--- config.mk ---
export PLATFORM = sky130hd
export DESIGN_NAME = letc_core_limp_arbiter
export DESIGN_NICKNAME = d
export VERILOG_FILES = /design/src/rtl/letc_core_pkg.sv /design/src/rtl/letc_core_rr_picker.sv /design/src/rtl/letc_core_limp_arbiter.sv
export SDC_FILE = /design/constraint.sdc
export NUM_CORES = 1
export LEC_CHECK = 0
export ABC_AREA = 0
export CAP_MARGIN = 20
export CORE_UTILIZATION = 36
export DETAILED_ROUTE_END_ITERATION = 12
export GPL_ROUTABILITY_DRIVEN = 0
export PLACE_DENSITY = 0.87
export SETUP_SLACK_MARGIN = 0.5
export SYNTH_ARGS = -nofsm -noshare
export SYNTH_HDL_FRONTEND = slang
export SYNTH_SLANG_ARGS = --single-unit
--- constraint.sdc ---
create_clock -name i_clk -period 2.8 [get_ports i_clk]
set_input_delay 0.42 -clock i_clk [delete_from_list [all_inputs] [get_ports i_clk]]
set_output_delay 0.42 -clock i_clk [all_outputs]
set_load 0.02 [all_outputs]
--- src/rtl/letc_core_pkg.sv ---
// letc_core_pkg: shared LETC Core types.
//   limp_req_t       - one LIMP request (direction, cacheability, size, address, write data)
//   limp_arb_state_e - LIMP arbiter FSM states
//   idx_width()      - index width for an n-entry selector, never less than 1
package letc_core_pkg;

  typedef logic [31:0] word_t;
  typedef logic [33:0] paddr_t;

  typedef enum logic [1:0] {
    SIZE_BYTE     = 2'b00,
    SIZE_HALFWORD = 2'b01,
    SIZE_WORD     = 2'b10
  } size_e;

  typedef struct packed {
    logic   wen_nren;     // 1 = write, 0 = read
    logic   uncacheable;
    size_e  size;
    paddr_t addr;
    word_t  wdata;
  } limp_req_t;

  typedef enum logic [1:0] {
    ARB_IDLE,
    ARB_BUSY,
    ARB_ABORT
  } limp_arb_state_e;

  function automatic int unsigned idx_width(input int unsigned n);
    return (n > 1) ? $clog2(n) : 1;
  endfunction

endpackage

--- src/rtl/letc_core_rr_picker.sv ---
// letc_core_rr_picker: combinational round-robin first-set search.
//   i_req   [W]  request vector
//   i_ptr   [IW] search start position (must be < W)
//   o_idx   [IW] first set bit at or after i_ptr, wrapping modulo W
//   o_found      any bit of i_req is set
module letc_core_rr_picker #(
  parameter  int W  = 2,
  localparam int IW = (W > 1) ? $clog2(W) : 1
) (
  input  logic [W-1:0]  i_req,
  input  logic [IW-1:0] i_ptr,
  output logic [IW-1:0] o_idx,
  output logic          o_found
);

  logic [2*W-1:0] dbl;
  logic [W-1:0]   rot;
  logic [IW-1:0]  off;
  logic [IW:0]    sum;

  // Rotate so bit 0 of rot is request i_ptr; the lowest set bit of rot is
  // then the winner's distance from the pointer.
  assign dbl = {i_req, i_req};
  assign rot = W'(dbl >> i_ptr);

  always_comb begin
    off     = '0;
    o_found = 1'b0;
    for (int i = W - 1; i >= 0; i--) begin
      if (rot[i]) begin
        off     = IW'(i);
        o_found = 1'b1;
      end
    end
  end

  // One extra bit so ptr+off cannot overflow before the modulo-W wrap.
  assign sum   = {1'b0, i_ptr} + {1'b0, off};
  assign o_idx = IW'((sum >= (IW+1)'(W)) ? sum - (IW+1)'(W) : sum);

endmodule

--- src/rtl/letc_core_limp_arbiter.sv ---
// letc_core_limp_arbiter: round-robin N-to-1 arbiter between LIMP requestors
// and the single LIMP servicer.
//   i_clk, i_rst            clock, synchronous active-high reset
//   i_req_valid/o_req_ready per-requestor handshake (ready = completion pulse)
//   i_req                   per-requestor request fields
//   o_req_rdata/o_req_fault shared response, qualified by the o_req_ready bit
//   o_svc_valid/i_svc_ready servicer handshake
//   o_svc_req               registered request of the granted requestor
//   i_svc_rdata/i_svc_fault servicer response, qualified by i_svc_ready
// With TIMEOUT_CYCLES > 0 a transaction stalled that many BUSY cycles is
// completed upstream with a fault; the servicer is still held until it
// finally answers (ABORT), and that late answer is dropped.
module letc_core_limp_arbiter
  import letc_core_pkg::*;
#(
  parameter int NUM_REQ        = 2,
  parameter int TIMEOUT_CYCLES = 0
) (
  input  logic                    i_clk,
  input  logic                    i_rst,
  input  logic      [NUM_REQ-1:0] i_req_valid,
  output logic      [NUM_REQ-1:0] o_req_ready,
  input  limp_req_t [NUM_REQ-1:0] i_req,
  output word_t                   o_req_rdata,
  output logic                    o_req_fault,
  output logic                    o_svc_valid,
  input  logic                    i_svc_ready,
  output limp_req_t               o_svc_req,
  input  word_t                   i_svc_rdata,
  input  logic                    i_svc_fault
);

  localparam int IDX_W = idx_width(NUM_REQ);
  localparam int CNT_W = idx_width(TIMEOUT_CYCLES);
  localparam bit TMO_EN = (TIMEOUT_CYCLES > 0);
  localparam logic [CNT_W-1:0] CNT_LAST = CNT_W'((TIMEOUT_CYCLES > 0) ? TIMEOUT_CYCLES - 1 : 0);
  localparam logic [IDX_W-1:0] IDX_LAST = IDX_W'(NUM_REQ - 1);

  limp_arb_state_e  state_q, state_d;
  logic [IDX_W-1:0] grant_idx_q, grant_idx_d;
  logic [IDX_W-1:0] rr_ptr_q, rr_ptr_d;
  logic [CNT_W-1:0] tmo_cnt_q, tmo_cnt_d;
  limp_req_t        svc_req_q, svc_req_d;

  logic [IDX_W-1:0] pick_idx;
  logic             pick_found;
  logic [IDX_W-1:0] grant_next;

  letc_core_rr_picker #(.W(NUM_REQ)) u_picker (
    .i_req   (i_req_valid),
    .i_ptr   (rr_ptr_q),
    .o_idx   (pick_idx),
    .o_found (pick_found)
  );

  // Requestor after the current grant gets first pick next time.
  assign grant_next = (grant_idx_q == IDX_LAST) ? '0 : grant_idx_q + IDX_W'(1);

  always_comb begin
    state_d     = state_q;
    grant_idx_d = grant_idx_q;
    rr_ptr_d    = rr_ptr_q;
    tmo_cnt_d   = tmo_cnt_q;
    svc_req_d   = svc_req_q;
    o_req_ready = '0;
    o_req_rdata = '0;
    o_req_fault = 1'b0;

    case (state_q)
      ARB_IDLE: begin
        if (pick_found) begin
          state_d     = ARB_BUSY;
          grant_idx_d = pick_idx;
          svc_req_d   = i_req[pick_idx];
          tmo_cnt_d   = '0;
        end
      end

      ARB_BUSY: begin
        // A servicer answer in the last allowed cycle beats the timeout.
        if (i_svc_ready) begin
          o_req_ready[grant_idx_q] = 1'b1;
          o_req_rdata              = i_svc_rdata;
          o_req_fault              = i_svc_fault;
          state_d                  = ARB_IDLE;
          rr_ptr_d                 = grant_next;
        end else if (TMO_EN && (tmo_cnt_q == CNT_LAST)) begin
          o_req_ready[grant_idx_q] = 1'b1;
          o_req_fault              = 1'b1;
          state_d                  = ARB_ABORT;
        end else if (TMO_EN) begin
          tmo_cnt_d = tmo_cnt_q + CNT_W'(1);
        end
      end

      ARB_ABORT: begin
        // Requestor already completed with a fault; swallow the late answer.
        if (i_svc_ready) begin
          state_d  = ARB_IDLE;
          rr_ptr_d = grant_next;
        end
      end

      default: state_d = ARB_IDLE;
    endcase
  end

  always_ff @(posedge i_clk) begin
    if (i_rst) begin
      state_q     <= ARB_IDLE;
      grant_idx_q <= '0;
      rr_ptr_q    <= '0;
      tmo_cnt_q   <= '0;
      svc_req_q   <= '0;
    end else begin
      state_q     <= state_d;
      grant_idx_q <= grant_idx_d;
      rr_ptr_q    <= rr_ptr_d;
      tmo_cnt_q   <= tmo_cnt_d;
      svc_req_q   <= svc_req_d;
    end
  end

  assign o_svc_valid = (state_q != ARB_IDLE);
  assign o_svc_req   = svc_req_q;

`ifdef SIMULATION
  a_ready_onehot0: assert property (@(posedge i_clk) disable iff (i_rst)
    $onehot0(o_req_ready));

  a_svc_req_stable: assert property (@(posedge i_clk) disable iff (i_rst)
    (o_svc_valid && !i_svc_ready) |=> $stable(o_svc_req));

  for (genvar g = 0; g < NUM_REQ; g++) begin : g_hold
    a_valid_hold: assert property (@(posedge i_clk) disable iff (i_rst)
      (i_req_valid[g] && !o_req_ready[g]) |=> i_req_valid[g]);
  end
`endif

endmodule

==> flow_summary.toml <==
[cts]
cts-root-buf = "clkbuf_16"
cts_made_buffers = 9
cts_hold_buffers = 0
clockBufferDepth = 2
cts_tree = "built"
clkTransAtPathRegs_ns = 0.06
cts_max_level = 3
clock_sinks = 73
insertion_delay_ns = 0.32

[pwr]
power_density_nw_per_um2 = 487
peakVddDrop_mv = 0.321
fin_total_pwr_mw = 3.45
p_leak_nw = 2.59

[worst_setup_path]
crit_fanout = 36
critPathArrivalTime_ns = 1.72
end_kind = "primary output"
critPathRequiredTime_ns = 2.38
crit_path_start_kind = "input port"
critPathKind = "in2out"

[synthesis]
async_reset_ff_share_pct = 0
yosysMostFrequentCell = "a2111oi_0"
avgSynthCellArea_um2 = 8.58
synth_edf_count = 0
synth.top_cell.area_share_pct = 35.2
synthFlopType = "dfxtp_1"
synthTopCellsByCount = "140 x a2111oi_0, 73 x dfxtp_1, 71 x nor2_1"
ys_seq_area_share_pct = 35.2
synth_seq_cells = 73
syn_area_um2 = 4150
yosys.area.top_type = "dfxtp_1"
yosysWarnings = 0
ys_top_cells_by_area = "dfxtp_1 35%, a2111oi_0 30%, nor4_1 11%, nor2_1 6.4%, clkbuf_1 6.2%"
syn_nets = 661
syn_inst = 483
ys_types = 18

[status]
status = "completed"

[drt]
vias_per_cell = 6.26
drt_wl_total_um = 17700
dr.first_iter.drc_count = 515
vias = 5324
drc = 0
dr.pass1.iters = 5
antenna_left = 0
wl_per_cell_um = 20.9

[place]
io_buffer_count = 283
dp_hpwl_um = 11300

[grt]
overflow = 0
grt_max_degree = 102
grt_use_total_pct = 28.0
grt_pass1_vias = 4961
grt_first_pass_wirelength_um = 26400
antenna_found_initial = 0

[floorplanning]
core_area_um2 = 11000
die_area_um2 = 12000
io_pins = 284
die_h_um = 109
die_w_um = 109
rows = 38
initial_utilization_pct = 37.6

[cells_and_area]
fin_nets = 883
n_antenna_cell = 0
fill_cells = 952
area_growth_pct = 70.9
layout-drive-gt1-share_pct = 5.21

[sta]
fin_worst_skew_ns = 0.00812
relSlewSlack_pct = 36.4
final-setup-viol-count = 0
worstMarginPinSlew_ns = 0.954
grt_setup_unrepaired = "no"
finalCriticalPeriod_ns = 2.14
final_hold_viol_count = 0
fmax_mhz = 468
period_share_pct = 76.3
setup_tns_ns = 0
slew_viol_final = 0

[min_path]
hold_class = "reg2reg"

[flow_run]
maxCapViolCount = 0
sequential cells by signal, indices dropped and copies added, names as in the netlist:
signal,count
state_q,1
grant_idx_q,1
rr_ptr_q,1
o_svc_req,70
power breakdown:
part / total (mW) / switching, mW / internal (mW) / leakage (nW)
clock network: 1.16 / 0.445 / 0.712 / 0.146
registers: 1.22 / 0.0688 / 1.15 / 0.608
logic: 1.08 / 0.542 / 0.533 / 1.83
what timing repair did:
item / CTS / global route
hold endpoints to repair: 0 / 0
endpoints found under the setup margin: 35 / 0
buffers inserted: 1 / 0
gates resized for setup: 36 / 0
layout by cell type (no fill, tap or decap), types with 2 or more instances in the layout:
| cell type | synthesis | routed |
|---|---|---|
| clkdlybuf4s50_1 | 0 | 245 |
| a2111oi_0 | 140 | 140 |
| nor2_1 | 71 | 71 |
| dfxtp_1 | 73 | 71 |
| nor4_1 | 70 | 70 |
| dlygate4sd2_1 | 0 | 35 |
| and3_1 | 34 | 34 |
| clkbuf_16 | 0 | 9 |
| buf_4 | 0 | 6 |
| buf_12 | 8 | 5 |
| inv_2 | 2 | 3 |
| a211oi_1 | 3 | 3 |
| buf_2 | 5 | 3 |
| clkinv_2 | 0 | 2 |
per-stage QoR:
stage	instances	hold WS, ns	utilization [%]	setup slack, ns	instance area [um^2]
after detailed placement	831	0.481	61.4	0.354	6770
after global routing	850	0.510	64.2	0.636	7090
final	850	0.491	64.2	0.665	7090
after floorplan	483	0.562	-	1.03	4150
after CTS	848	0.494	63.9	0.681	7050
after global placement	831	0.477	61.4	0.421	6770
final timing paths:
| path | slack (ns) | to | startpoint | cells past startpoint |
|---|---|---|---|---|
| worst max-delay path | 0.66 | o_req_ready[1] | i_svc_ready | 4 |
| worst min-delay path | 0.49 | o_svc_req[5]$_SDFFE_PP0P_ | o_svc_req[5]$_SDFFE_PP0P_ | 2 |
| worst max register to register | 0.81 | o_svc_req[42]$_SDFFE_PP0P_ | state_q[0]$_SDFFE_PP0P_ | 3 |
| worst min register to register | 0.49 | o_svc_req[5]$_SDFFE_PP0P_ | o_svc_req[5]$_SDFFE_PP0P_ | 2 |
worst max-delay path, stage by stage:
cell and delay (ns):
clkdlybuf4s50_1 0.48, buf_6 0.22, and3_1 0.22, dlygate4sd2_1 0.37
final cells by class:
class | count | area (um^2) | area share [%]
clock inverter | 5 | 53.8 | 0.759
multi-input combinational | 323 | 2210 | 31.1
inverter | 3 | 11.3 | 0.159
sequential | 73 | 1470 | 20.7
timing repair buffer | 295 | 2930 | 41.3
clock buffer | 11 | 243 | 3.43
tap | 140 | 175 | 2.47
layer usage:
| metal | track usage [%] | wire [um] | vias up |
|---|---|---|---|
| met2 | 47.0 | 8590 | 291 |
| met1 | 35.8 | 7290 | 2550 |
| met5 | 0 | 0 | - |
| met4 | 8.19 | 348 | 0 |
| li1 | - | - | 2451 |
| met3 | 6.46 | 1500 | 32 |
cells by family (layout without fill, tap and decap cells):
kind of cell           count (synthesis)  after routing  synth area share, %
AOI/OAI and AO/OA                    145            145                 30.7
buffers and inverters                 87            314                 11.5
DFF                                   73             73                 35.2
and+or+nand+nor                      178            178                 22.5
Power figures use the tool's default switching activity.
